--- src/rtl/uart_pkg.sv ---
// UART shared definitions: receiver state encoding and baud timing tables.
// Latency: n/a (types and constant functions only).
// Backpressure: n/a.
package uart_pkg;

  // Receiver frame states
  typedef enum logic [2:0] {
    IDLE      = 3'd0,
    START     = 3'd1,
    DATA      = 3'd2,
    PARITY    = 3'd3,
    STOP      = 3'd4,
    WAIT_HIGH = 3'd5
  } rx_state_t;

  localparam int BAUD_CNT_W = 14;

  // Full bit period in clocks for each rate select code
  function automatic logic [BAUD_CNT_W-1:0] bit_period(input logic [1:0] sel);
    logic [BAUD_CNT_W-1:0] p;
    case (sel)
      2'b00:   p = 14'd13004;
      2'b01:   p = 14'd652;
      2'b10:   p = 14'd327;
      default: p = 14'd163;
    endcase
    return p;
  endfunction

  // Half bit period, used to land the start-bit sample mid-bit
  function automatic logic [BAUD_CNT_W-1:0] half_period(input logic [1:0] sel);
    logic [BAUD_CNT_W-1:0] h;
    case (sel)
      2'b00:   h = 14'd6502;
      2'b01:   h = 14'd326;
      2'b10:   h = 14'd163;
      default: h = 14'd81;
    endcase
    return h;
  endfunction

endpackage

--- src/rtl/sync_bit.sv ---
// Single-bit synchronizer chain for an asynchronous input, resets to 1 (idle line).
// Latency: STAGES clocks from d to q.
// Backpressure: none; samples every clock.
module sync_bit #(
  parameter int STAGES = 2
) (
  input  logic clock,
  input  logic rst,
  input  logic d,
  output logic q
);

  logic [STAGES-1:0] chain;

  // Shift the asynchronous input through the flop chain
  always_ff @(posedge clock or negedge rst) begin
    if (!rst) begin
      chain <= '1;
    end else begin
      chain <= {chain[STAGES-2:0], d};
    end
  end

  assign q = chain[STAGES-1];

endmodule

--- src/rtl/uart_rx.sv ---
// UART receiver: 8N1 / 8E1 frames, mid-bit sampling, parity and framing checks.
// Latency: data_valid pulses one clock after the mid-stop-bit sample.
// Backpressure: none; each byte is presented for one cycle and held on data_out.
module uart_rx
  import uart_pkg::*;
#(
  parameter int SYNC_STAGES = 2
) (
  input  logic       clock,
  input  logic       rst,
  input  logic       rx_in,
  input  logic [1:0] baud_rate,
  input  logic       parity_en,
  output logic [7:0] data_out,
  output logic       data_valid,
  output logic       parity_err,
  output logic       frame_err,
  output logic       busy
);

  rx_state_t             state;
  logic                  rx_s;
  logic [BAUD_CNT_W-1:0] baud_cnt;
  logic [BAUD_CNT_W-1:0] baud_lim;
  logic [2:0]            bit_cnt;
  logic [1:0]            baud_sel;
  logic                  par_on;
  logic [7:0]            shreg;
  logic                  par_bad;
  logic                  tick;

  sync_bit #(.STAGES(SYNC_STAGES)) u_sync (
    .clock (clock),
    .rst   (rst),
    .d     (rx_in),
    .q     (rx_s)
  );

  // Sample point: half a bit into START, a full bit everywhere else, using the latched rate
  always_comb begin
    baud_lim = bit_period(baud_sel) - 14'd1;
    if (state == START) begin
      baud_lim = half_period(baud_sel) - 14'd1;
    end
    tick = (baud_cnt == baud_lim);
  end

  // Frame state machine; outputs are registered and pulses last one clock
  always_ff @(posedge clock or negedge rst) begin
    if (!rst) begin
      state      <= IDLE;
      baud_cnt   <= '0;
      bit_cnt    <= '0;
      baud_sel   <= 2'b00;
      par_on     <= 1'b0;
      shreg      <= 8'h00;
      par_bad    <= 1'b0;
      data_out   <= 8'h00;
      data_valid <= 1'b0;
      parity_err <= 1'b0;
      frame_err  <= 1'b0;
    end else begin
      data_valid <= 1'b0;
      frame_err  <= 1'b0;
      case (state)
        IDLE: begin
          baud_cnt <= '0;
          bit_cnt  <= '0;
          if (!rx_s) begin
            // Rate and parity mode are frozen for the whole frame
            baud_sel <= baud_rate;
            par_on   <= parity_en;
            state    <= START;
          end
        end
        START: begin
          if (tick) begin
            baud_cnt <= '0;
            // A line already back high mid-start-bit is a glitch
            state    <= rx_s ? IDLE : DATA;
          end else begin
            baud_cnt <= baud_cnt + 14'd1;
          end
        end
        DATA: begin
          if (tick) begin
            baud_cnt <= '0;
            shreg    <= {rx_s, shreg[7:1]};
            bit_cnt  <= bit_cnt + 3'd1;
            if (bit_cnt == 3'd7) begin
              par_bad <= 1'b0;
              state   <= par_on ? PARITY : STOP;
            end
          end else begin
            baud_cnt <= baud_cnt + 14'd1;
          end
        end
        PARITY: begin
          if (tick) begin
            baud_cnt <= '0;
            // Even parity: data bits plus parity bit must XOR to zero
            par_bad  <= (^shreg) ^ rx_s;
            state    <= STOP;
          end else begin
            baud_cnt <= baud_cnt + 14'd1;
          end
        end
        STOP: begin
          if (tick) begin
            baud_cnt <= '0;
            if (rx_s) begin
              data_out   <= shreg;
              parity_err <= par_on & par_bad;
              data_valid <= 1'b1;
              state      <= IDLE;
            end else begin
              frame_err <= 1'b1;
              state     <= WAIT_HIGH;
            end
          end else begin
            baud_cnt <= baud_cnt + 14'd1;
          end
        end
        WAIT_HIGH: begin
          // Hold off until the line recovers so a break is not read as a start bit
          baud_cnt <= '0;
          if (rx_s) begin
            state <= IDLE;
          end
        end
        default: begin
          state <= IDLE;
        end
      endcase
    end
  end

  assign busy = (state != IDLE);

endmodule

--- config.mk ---
export PLATFORM = sky130hd
export DESIGN_NAME = uart_rx
export DESIGN_NICKNAME = d
export VERILOG_FILES = /design/src/rtl/uart_pkg.sv /design/src/rtl/sync_bit.sv /design/src/rtl/uart_rx.sv
export SDC_FILE = /design/constraint.sdc
export NUM_CORES = 1
export LEC_CHECK = 0
export CAP_MARGIN = 10
export CORE_UTILIZATION = 40
export DETAILED_ROUTE_END_ITERATION = 6
export GPL_TIMING_DRIVEN = 0
export PLACE_DENSITY = 0.58
export SLEW_MARGIN = 20
export SYNTH_ARGS = -nofsm -noshare
export SYNTH_HDL_FRONTEND = slang
export SYNTH_SLANG_ARGS = --single-unit
--- constraint.sdc ---
create_clock -name clock -period 3.4 [get_ports clock]
set_clock_uncertainty 0.1 [all_clocks]
set_input_delay 0.85 -clock clock [delete_from_list [all_inputs] [get_ports clock]]
set_output_delay 0.85 -clock clock [all_outputs]
set_load 0.1 [all_outputs]
==> impl_metrics.tcl, run 1 <==
set metrics [dict create \
    io_buffers 17 \
    max_stage_delay_ps 450 \
    hold_viol 0 \
    drv_cap 0 \
    grt_first_pass_wirelength_um 9130 \
    track_usage 0.184 \
    instances_no_fill 375 \
    postLayoutCoreUtil 0.536 \
    wl_per_cell_um 15.1 \
    antenna_left 0 \
    power_density_mw_per_mm2 612 \
    yosysSeqAreaShare 0.449 \
    place_ws_ps -529 \
    finalSetupViolations 10 \
    r2r_cells 13 \
    power_mw 1.97 \
    violations "negative setup slack" \
    antennaDiodeCount 0 \
    cp_cell_sequence "buf_4 > nor3b_4 > o21ai_2 > ha_2 > xnor2_2 > nand2_1 > o41a_1 > a2111oi_4 > nand2_2 > nor4_4 > buf_4 > clkbuf_16 > mux2_4" \
    dr.pass1.iters 4 \
    synth_nets 264 \
    dpl.cell_count 347 \
    htree_levels 2 \
    drt_wl_total_um 5670 \
    cts_max_path_buffers 2 \
    rsz0062_at_grt "yes" \
    fmax_ghz 0.289 \
    peakVddDrop_v 0.000316 \
    arrival_ps 3550 \
    grt_antenna_before_repair 0 \
    die_area_mm2 0.00660 \
    nets 309 \
    startpoint_type "flip-flop" \
    critical_path_class "flip-flop to flip-flop" \
    drive_above_1_share 0.237 \
    die_w_um 81.2 \
    total_leakage_power_nw 1.31 \
    start_util 0.419 \
    layout_setup_ws_ps -54.3 \
    synth_area_mm2 0.00251 \
    final_cell_mix "dfrtp_1 (40), nor2_1 (27), nand2_1 (26), buf_4 (18), xnor2_1 (16)" \
    syn-mean-instance-area_um2 9.89 \
    cp_num_buf_inv 3 \
    whs_path_depth 0 \
    clk_latency_ps 300 \
    first_iter_violations 151 \
    cts_tree "yes" \
    maxSlewHeadroom 0.350 \
    clock-sinks 45 \
    numCtsBuffers 5 \
    ios 18 \
    die_y_um 81.2 \
    final_common_cell "dfrtp_1" \
    grt-ovfl-total 0 \
    synth-main-ff-cell "dfrtp_1" \
    coreArea_mm2 0.00599 \
    ys_ff_latch 45 \
    slew_viol_final 0 \
    clk_pin_slew_worst_paths_ps 90 \
    synth_edf_count 0 \
    cp.required_ps 3490 \
    cp_num_cells 13 \
    crit_top_cell "buf_4" \
    syn-instance-count 254 \
    gp_congestion 0.840 \
    root_buffer "clkbuf_8" \
    crit_slowest_cell "a2111oi_4" \
    critPathTopFamily "compound AO/OA/AOI/OAI gates" \
    vias 2050 \
    status "finished, violations left" \
    synth_async_sr_flop_share 1.00 \
    hold_path_class "flip-flop to flip-flop" \
    via_per_inst 5.47 \
    synthesis.yosys.warnings 0 \
    end_kind "flip-flop" \
    worstMarginPinSlew_ps 972 \
    min_period_over_period 1.02 \
    synth_cell_type_count 47 \
    area_growth_pct 28.0 \
    fillers 534 \
    grt_pass1_vias 1880 \
    dp_hpwl_um 3780 \
    period_minus_slack_ps 3450 \
    grt_max_degree 25 \
    drc 0 \
    worstPathMaxFanout 4 \
    rows 28 \
]
==> flip-flops by register name, indices dropped and copies added, names as in the netlist <==
name	flops
bit_cnt	3
par_bad	1
baud_cnt	14
parity_err	1
frame_err	1
state	3
u_sync.chain	2
data_out	8
baud_sel	2
data_valid	1
par_on	1
shreg	8
==> where the power goes <==
part	switching, mW	internal (mW)	leakage [nW]
combinational	0.503	0.397	0.660
sequential	0.0695	0.597	0.598
clock	0.182	0.218	0.0552
==> cell usage after synthesis (2+ instances only) <==
library cell | n | area share
nor4_1 | 2 | 0.0050
nand2_1 | 26 | 0.039
nor4bb_1 | 3 | 0.012
o211ai_1 | 4 | 0.012
nand4_1 | 8 | 0.020
dfstp_2 | 2 | 0.021
nand2b_1 | 3 | 0.0075
nor2b_1 | 2 | 0.0050
dfrtp_1 | 43 | 0.43
or4_1 | 2 | 0.0060
nand3_1 | 12 | 0.024
a31oi_1 | 3 | 0.0075
nor2_1 | 27 | 0.040
or3b_2 | 2 | 0.0070
nor3_1 | 4 | 0.0080
a32o_1 | 2 | 0.0080
mux2_2 | 17 | 0.076
inv_1 | 10 | 0.015
a21oi_1 | 5 | 0.010
ha_1 | 4 | 0.020
o31ai_1 | 2 | 0.0060
xnor2_1 | 18 | 0.063
mux2i_1 | 3 | 0.012
o21ai_0 | 9 | 0.018
clkbuf_1 | 13 | 0.019
xor2_1 | 7 | 0.024
==> layer usage <==
layer  GRT usage  part of all wire  vias to the layer above
li1            -                 -                      989
met1       0.244              0.45                      999
met2       0.300              0.50                       53
met3      0.0292             0.041                        9
met4      0.0696             0.014                        0
met5           0                 0                        -
==> path summary, 6_finish.rpt <==
path,from,to,slack (ps)
min,u_sync.chain[0],u_sync.chain[1],260
max reg2reg,state[2],shreg[4],-50
min reg2reg,u_sync.chain[0],u_sync.chain[1],260
max in group asynchronous,rst,state[0],2230
min in group asynchronous,rst,baud_cnt[2],450
max,state[2],shreg[4],-50
==> cell type report <==
type                    instances  area, µm²  share of cell area
plain buffers                  13       61.3              0.0191
clock buffers                   6       72.6              0.0226
clock inverters                 2       35.0              0.0109
inverters                      10       37.5              0.0117
multi-input cells             186       1390               0.434
flip-flops and latches         45       1130               0.352
well taps                      75       93.8              0.0292
repair buffers                 38        387               0.120
==> through the flow <==
stage               hold WS (ps)  setup TNS [ps]  instance area [µm²]
finish                       258            -426                 3210
detailed placement           247           -7000                 2810
CTS                          260               0                 3000
floorplan                    245               0                 2520
global placement             246           -6140                 2790
global route                 268           -2890                 3210
==> logic make-up (layout without fill, tap and decap cells) <==
kind of cell | Yosys count | after routing | synth area share
and+or+nand+nor | 99 | 99 | 0.208
DFF | 45 | 45 | 0.449
AOI/OAI and AO/OA | 38 | 38 | 0.113
xor gates and xnor gates | 25 | 25 | 0.0872
buffers and inverters | 23 | 69 | 0.0344
muxes | 20 | 20 | 0.0882
adders and majority gates | 4 | 4 | 0.0199
==> repair_timing <==
item | CTS | global route
gates resized for setup | 8 | 25
setup endpoints to repair | 20 | 26
hold buffers | 0 | 0
pin swaps | 2 | 11
buffers inserted | 6 | 13
cloned | 0 | 1
Note: power is estimated with default switching activity, not from simulation.
==> inputs of run 2 (changes only) <==
--- a/config.mk
+++ b/config.mk
@@ -10,6 +10,7 @@
 export DETAILED_ROUTE_END_ITERATION = 6
 export GPL_TIMING_DRIVEN = 0
 export PLACE_DENSITY = 0.58
+export SKIP_LAST_GASP = 1
 export SLEW_MARGIN = 20
 export SYNTH_ARGS = -nofsm -noshare
 export SYNTH_HDL_FRONTEND = slang
==> impl_metrics.tcl, run 2 (synthesis results as in run 1) <==
set metrics [dict create \
    status "finished, violations left" \
    violations "negative setup slack" \
    drive_above_1_share 0.237 \
    antenna_left 0 \
    rows 28 \
    max_stage_delay_ps 440 \
    rsz0062_at_grt "yes" \
    die_area_mm2 0.00660 \
    hold_path_class "flip-flop to flip-flop" \
    sw_frac_of_total 0.384 \
    maxSlewHeadroom 0.350 \
    critPathTopFamily "compound AO/OA/AOI/OAI gates" \
    drv_cap 0 \
    combPwrFrac 0.457 \
    grt_max_degree 25 \
    grt_antenna_before_repair 0 \
    power_density_mw_per_mm2 613 \
    nets 309 \
    dr.pass1.iters 4 \
    min_period_over_period 1.01 \
    fmax_ghz 0.292 \
    worstMarginPinSlew_ps 972 \
    worstPathMaxFanout 5 \
    dp_hpwl_um 3780 \
    wl_per_cell_um 15.1 \
    internal-power_mw 1.21 \
    top_regs "baud_cnt: 14 flops, data_out: 8 flops, shreg: 8 flops" \
    clkPwrFrac 0.204 \
    cp_num_buf_inv 3 \
    period_minus_slack_ps 3430 \
    ios 18 \
    cts_max_path_buffers 2 \
    cts_tree "yes" \
    crit_slowest_cell "dfrtp_2" \
    cts.hold.buffers_added 0 \
    slew_viol_final 0 \
    die_w_um 81.2 \
    finalSetupViolations 8 \
    antennaDiodeCount 0 \
    numCtsBuffers 5 \
    power_mw 1.97 \
    track_usage 0.184 \
    seqPwrFrac 0.339 \
    arrival_ps 3510 \
    end_kind "flip-flop" \
    htree_levels 2 \
    crit_top_cell "buf_4" \
    root_buffer "clkbuf_8" \
    hold-worst-slack_ps 258 \
    cp_cell_sequence "buf_4 > nor3b_4 > o21ai_2 > ha_2 > xnor2_2 > nand2_1 > o41a_1 > a2111oi_4 > nand2_2 > nor4_4 > buf_4 > buf_12 > mux2_4" \
    switchingPower_mw 0.755 \
    startpoint_type "flip-flop" \
    hold_viol 0 \
    peakVddDrop_v 0.000317 \
    start_util 0.419 \
    die_y_um 81.2 \
    drt_wl_total_um 5670 \
    total_leakage_power_nw 1.31 \
    clk_pin_slew_worst_paths_ps 80 \
    via_per_inst 5.46 \
    clock-sinks 45 \
    gp_congestion 0.840 \
    io_buffers 17 \
    grt-ovfl-total 0 \
    first_iter_violations 162 \
    grt_pass1_vias 1880 \
    area_growth_pct 27.9 \
    vias 2048 \
    final_common_cell "dfrtp_1" \
    grt_first_pass_wirelength_um 9160 \
    coreArea_mm2 0.00599 \
    final_cell_mix "dfrtp_1 (40), nor2_1 (27), nand2_1 (26), buf_4 (17), xnor2_1 (16)" \
    clk_latency_ps 300 \
    drc 0 \
    layout_setup_ws_ps -26.4 \
    regMostFlops "baud_cnt" \
    critical_path_class "flip-flop to flip-flop" \
    largest_reg_flops 14 \
    cp.required_ps 3490 \
]
run 2: metal layers:
| layer | global-route usage | share of wire | up-vias |
|---|---|---|---|
| met1 | 0.245 | 0.46 | 1009 |
| met2 | 0.301 | 0.49 | 45 |
| met4 | 0.0696 | 0.0083 | 0 |
| met3 | 0.0292 | 0.033 | 4 |
| met5 | 0 | 0 | - |
| li1 | - | - | 990 |
run 2: final timing paths:
check,start,end,slack (ps),cells past startpoint
max in group asynchronous,rst,state[0],2240,2
min in group asynchronous,rst,baud_cnt[2],440,1
setup reg to reg,state[2],shreg[7],-30,13
hold reg to reg,u_sync.chain[0],u_sync.chain[1],260,0
setup / recovery,state[2],shreg[7],-30,13
hold / removal,u_sync.chain[0],u_sync.chain[1],260,0
run 2: timing repair:
item                                    4_1_cts  5_1_grt
endpoints found under the setup margin       20       27
gates cloned                                  0        1
setup buffers                                 6       13
gates resized for setup                       7       25
pin swaps                                     2       10
hold endpoints to repair                      0        0
run 2: worst reg2reg max path: cells and delay by family (launching register included):
family	cells	cell delay [ps]
and+or+nand+nor	4	680
adders and majority gates	1	200
xor gates and xnor gates	1	220
DFF	1	440
AOI/OAI and AO/OA	3	940
muxes	1	300
buffers and inverters	3	450
run 2: final cells by class:
class | instances | area (µm²)
buffer | 13 | 58.8
clock buffer | 6 | 72.6
clock inverter | 2 | 35.0
fill | 534 | 2780
inverter | 10 | 37.5
multi-input combinational | 186 | 1390
sequential | 45 | 1130
tap | 75 | 93.8
timing repair buffer | 38 | 387
run 2: metrics by stage:
stage          TNS [ps]  instances  instance area, µm²  setup slack, ps  utilization
2_1_floorplan         0        254                2520             11.2            -
3_3_place_gp      -6140        346                2790             -479        0.466
3_5_place_dp      -7000        347                2810             -529        0.469
4_1_cts           -9.55        361                3000            -9.55        0.500
5_1_grt           -2440        375                3210             -156        0.536
6_report           -150        375                3210            -26.4        0.536
run 2: power groups by stage:
stage          Combinational (mW)  Sequential [mW]  Clock [mW]
3_3_place_gp                0.719            0.673           0
4_1_cts                     0.762            0.666       0.413
3_5_place_dp                0.738            0.673           0
5_1_grt                     0.986            0.674       0.430
2_1_floorplan               0.580            0.655           0
6_report                    0.899            0.667       0.401
